$ cat config.mk
export PLATFORM = sky130hd
export DESIGN_NAME = multicycle_sequencer
export DESIGN_NICKNAME = d
export VERILOG_FILES = /design/src/rtl/multicycle_sequencer.sv
export SDC_FILE = /design/constraint.sdc
export NUM_CORES = 1
export LEC_CHECK = 0
export CAP_MARGIN = 40
export CORE_MARGIN = 5
export CORE_UTILIZATION = 38
export CTS_CLUSTER_SIZE = 14
export DETAILED_ROUTE_END_ITERATION = 6
export HOLD_SLACK_MARGIN = 0.03
export PLACE_DENSITY_LB_ADDON = 0.25
export SLEW_MARGIN = 20
export SYNTH_ARGS = -nofsm -noshare
export SYNTH_HDL_FRONTEND = slang
export SYNTH_SLANG_ARGS = --single-unit
$ cat constraint.sdc
create_clock -name CLK -period 1.4 [get_ports CLK]
set_input_delay 0.35 -clock CLK [delete_from_list [all_inputs] [get_ports CLK]]
set_output_delay 0.35 -clock CLK [all_outputs]
set_load 0.01 [all_outputs]
$ cat src/rtl/multicycle_sequencer.sv
// Multicycle control FSM stepping the MIPS datapath through fetch/decode/exec/mem/wb.
// Latency: 3 (branch/jump/nop), 4 (ALU/JAL/store), 5 (load) cycles plus one per memory wait cycle.
// Backpressure: stalls in FETCH until ihit and in MEM until dhit; optional perf counters via SEQ_PERF_COUNTERS_EN.
package control_unit_types_pkg;
    typedef enum logic [2:0] {
        OJR    = 3'd0,
        OBEQ   = 3'd1,
        OBNE   = 3'd2,
        OJ     = 3'd3,
        OJAL   = 3'd4,
        OTHERR = 3'd5,
        OTHERI = 3'd6,
        OTHERJ = 3'd7
    } opfunc_t;
endpackage

module multicycle_sequencer
    import control_unit_types_pkg::*;
(
    input  logic        CLK,
    input  logic        nRST,
    input  logic        ihit,
    input  logic        dhit,
    input  opfunc_t     opfunc,
    input  logic        is_load,
    input  logic        is_store,
    input  logic        is_halt,
    input  logic        zero,
    output logic        iREN,
    output logic        dREN,
    output logic        dWEN,
    output logic        ir_wen,
    output logic        pc_wen,
    output logic        reg_wen,
    output logic [1:0]  pc_sel,
    output logic        halt,
    output logic [2:0]  state_o
`ifdef SEQ_PERF_COUNTERS_EN
    ,
    output logic [31:0] cycle_cnt,
    output logic [31:0] instr_cnt
`endif
);

    typedef enum logic [2:0] {
        FETCH  = 3'd0,
        DECODE = 3'd1,
        EXEC   = 3'd2,
        MEM    = 3'd3,
        WB     = 3'd4,
        HALT   = 3'd5
    } state_t;

    state_t  state;
    opfunc_t op_q;
    logic    ld_q;
    logic    st_q;

    always_ff @(posedge CLK or negedge nRST) begin
        if (!nRST) begin
            state <= FETCH;
            op_q  <= OJR;
            ld_q  <= 1'b0;
            st_q  <= 1'b0;
        end else begin
            case (state)
                FETCH:  if (ihit) state <= DECODE;
                DECODE: begin
                    op_q  <= opfunc;
                    ld_q  <= is_load;
                    st_q  <= is_store;
                    state <= is_halt ? HALT : EXEC;
                end
                EXEC: begin
                    case (op_q)
                        OJAL:           state <= WB;
                        OTHERR, OTHERI: state <= (ld_q || st_q) ? MEM : WB;
                        default:        state <= FETCH;
                    endcase
                end
                MEM:    if (dhit) state <= ld_q ? WB : FETCH;
                WB:     state <= FETCH;
                HALT:   state <= HALT;
                default: state <= FETCH;
            endcase
        end
    end

    // Outputs are gated by nRST so every line drops the moment reset asserts.
    always_comb begin
        iREN    = 1'b0;
        dREN    = 1'b0;
        dWEN    = 1'b0;
        ir_wen  = 1'b0;
        pc_wen  = 1'b0;
        reg_wen = 1'b0;
        pc_sel  = 2'd0;
        halt    = 1'b0;
        if (nRST) begin
            case (state)
                FETCH: begin
                    iREN   = 1'b1;
                    ir_wen = ihit;
                end
                EXEC: begin
                    case (op_q)
                        OBEQ: begin
                            pc_wen = 1'b1;
                            pc_sel = zero ? 2'd1 : 2'd0;
                        end
                        OBNE: begin
                            pc_wen = 1'b1;
                            pc_sel = zero ? 2'd0 : 2'd1;
                        end
                        OJ: begin
                            pc_wen = 1'b1;
                            pc_sel = 2'd2;
                        end
                        OJR: begin
                            pc_wen = 1'b1;
                            pc_sel = 2'd3;
                        end
                        OTHERJ:  pc_wen = 1'b1;
                        default: pc_wen = 1'b0;
                    endcase
                end
                MEM: begin
                    dREN   = ld_q;
                    dWEN   = st_q && !ld_q;
                    pc_wen = dhit && !ld_q;
                end
                WB: begin
                    reg_wen = 1'b1;
                    pc_wen  = 1'b1;
                    pc_sel  = (op_q == OJAL) ? 2'd2 : 2'd0;
                end
                HALT:    halt = 1'b1;
                default: halt = 1'b0;
            endcase
        end
    end

    assign state_o = state;

`ifdef SEQ_PERF_COUNTERS_EN
    always_ff @(posedge CLK or negedge nRST) begin
        if (!nRST) begin
            cycle_cnt <= 32'd0;
            instr_cnt <= 32'd0;
        end else begin
            if (state != HALT) cycle_cnt <= cycle_cnt + 32'd1;
            if (pc_wen)        instr_cnt <= instr_cnt + 32'd1;
        end
    end
`endif

endmodule
==> results of run 1 <==
==> area by class of cell <==
type / instances / area [µm²] / share of cell area (%)
Timing Repair Buffer: 50 / 414 / 36.4
Multi-Input combinational cell: 49 / 473 / 41.5
Tap cell: 16 / 20.0 / 1.76
Sequential cell: 8 / 201 / 17.7
Inverter: 1 / 3.75 / 0.330
Clock buffer: 4 / 26.3 / 2.31
==> what timing repair did <==
item / in CTS / in global routing
gates resized for setup: 54 / 13
hold buffers: 0 / 0
setup buffers: 2 / 4
cloned: 0 / 0
endpoints found under the setup margin: 18 / 18
==> per-layer routing <==
layer	vias up	wire, µm	track usage (%)
li1	332	-	-
met1	325	847	19.2
met5	-	0	0
met3	2	94	2.96
met2	17	972	25.5
met4	0	7	3.40
==> final timing paths <==
check,endpoint,depth (start not counted),start,slack [ps]
setup / recovery,pc_sel[1],4,state_o[1],-530
hold / removal,op_q[0],3,nRST,330
setup reg to reg,state_o[0],8,state_o[0],-210
hold reg to reg,st_q,2,st_q,630
max in group asynchronous,state_o[2],3,nRST,940
min in group CLK,st_q,2,st_q,630
==> metrics by stage <==
stage / TNS [ps] / cells / cell area, µm²
2_1_floorplan: -467 / 62 / 654
3_3_place_gp: -7010 / 118 / 1030
3_5_place_dp: -7230 / 118 / 1030
4_1_cts: -3090 / 124 / 1080
5_1_grt: -6400 / 128 / 1140
6_report: -4760 / 128 / 1140
==> critical path, cell delays in order (launching register included) <==
cell     delay, ps
dfrtp_1        390
or3b_4         400
a211o_1        280
a21oi_2        120
buf_2          140
==> state kept, by name, summed over array words and instances, names as in the netlist <==
register and count:
ld_q 1, op_q 3, state_o 3, st_q 1
==> power by group through the flow <==
stage / registers, mW / clock network (mW) / logic, mW
floorplan: 0.476 / 0 / 0.730
global placement: 0.443 / 0 / 1.38
detailed placement: 0.450 / 0 / 1.42
CTS: 0.444 / 0.189 / 1.53
global route: 0.471 / 0.213 / 1.92
finish: 0.452 / 0.181 / 1.78
==> cell families after synthesis <==
group / share of synthesized area (%)
simple gates: 36.0
compound gates: 19.0
flops: 32.3
buf+inv: 4.04
mux: 7.27
xor+xnor: 1.41
==> cells in the mapped netlist (all sizes together) (2+ instances only) <==
cell type	n
dfrtp	8
mux2	4
nor2b	4
nor3b	4
buf	3
nand3b	3
o21ai	3
nand2	2
nand2b	2
nand3	2
nor2	2
nor3	2
or2	2
==> flow_metrics.tcl, run 1 <==
set metrics [dict create \
    status "complete, but fails checks" \
    violations "negative setup slack" \
    p_per_area_nw_per_um2 2120 \
    ys_types 39 \
    totalPowerFinal_mw 2.42 \
    cp_max_fo 3 \
    start_kind "flop" \
    drt_pass1_iterations 4 \
    cts_tree "done" \
    yosysWarnings 0 \
    fin_util_pct 74.7 \
    routedWlPerCell_um 15.0 \
    grt_start_max_net_pins 15 \
    die_area_um2 2540 \
    fill_cells 97 \
    switchingPower_mw 0.914 \
    fin_nets 124 \
    n_antenna_cell 0 \
    rsz0062_at_grt "true" \
    p_comb_share_pct 73.8 \
    cellLeakagePower_nw 0.513 \
    vias 676 \
    clock-root-buffer "clkbuf_4" \
    place.gp.congestion 0.789 \
    synthFlopType "dfrtp_1" \
    synth.top_cell.area_share_pct 32.3 \
    cts_inserted_buffers 3 \
    drive_gt1_share_pct 56.3 \
    synth_seq_cells 8 \
    tightest_slew_ps 266 \
    max_clock_freq_ghz 0.519 \
    whs_ps 334 \
    power.share.sequential_pct 18.7 \
    layout_commonest_cell "buf_4" \
    clock-sinks 8 \
    grt_pass1_vias 689 \
    cap_violations 0 \
    dp_hpwl_um 1430 \
    clock_power_share_pct 7.5 \
    dp_worst_setup_slack_ps -896 \
    maxSlewViolCount 0 \
    timing.final.crit_share_pct 138 \
    slew_headroom_pct 82.2 \
    cts_htree_levels 1 \
    cp.arrival_ps 1580 \
    required_ps 1050 \
    clk_latency_ps 250 \
    synth_area_leader_cell "dfrtp_1" \
    async_reset_ff_share_pct 100 \
    syn-cell-area_um2 619 \
    netlist_instances 62 \
    synth-edff-count 0 \
    routed_via_density 5.28 \
    grt_pass1_wl_um 3090 \
    io_buffers 22 \
    ys_seq_area_share_pct 32.3 \
    num_rows 14 \
    finalClockSkew_ps 6.12 \
    hp-class "in2async" \
    path_class "reg2out" \
    wirelength_um 1920 \
    finalWorstSetupSlack_ps -527 \
    die_w_um 50.4 \
    final-hold-violation-count 0 \
    worstSetupEndpointType "primary output" \
    avgSynthCellArea_um2 9.99 \
    drc_errors 0 \
    ant_nets 0 \
    grt_overflow 0 \
    die_y_um 50.4 \
    setup_viol 19 \
    synth_area_leaders "dfrtp_1, mux2_1, nor2b_1, nand3b_1, nor3b_4" \
    antenna_found_initial 0 \
    fin_crit_ps 1930 \
    synth_fp_nets 73 \
    core_area_um2 1520 \
    track_usage_pct 14.9 \
    io_pins 23 \
    start_util_pct 40.6 \
    cts_buffer_depth 2 \
    final_cell_mix "buf_4, clkdlybuf4s50_1, buf_2, buf_6, dfrtp_1" \
    clk_pin_slew_ps 60 \
    drtIter0Drc 4 \
    vdd_drop_max_v 0.00121 \
    p_int_mw 1.50 \
    area_growth_pct 83.8 \
    netSwitchingFraction_pct 37.8 \
]
Power figures use the tool's default switching activity.
==> run 2, diff against run 1 <==
--- a/config.mk
+++ b/config.mk
@@ -10,7 +10,7 @@
 export CORE_UTILIZATION = 38
 export CTS_CLUSTER_SIZE = 14
 export DETAILED_ROUTE_END_ITERATION = 6
-export HOLD_SLACK_MARGIN = 0.03
+export HOLD_SLACK_MARGIN = 0.05
 export PLACE_DENSITY_LB_ADDON = 0.25
 export SLEW_MARGIN = 20
 export SYNTH_ARGS = -nofsm -noshare
==> results of run 2 <==
Final layout, timing and power as in run 1 (identical DEF).
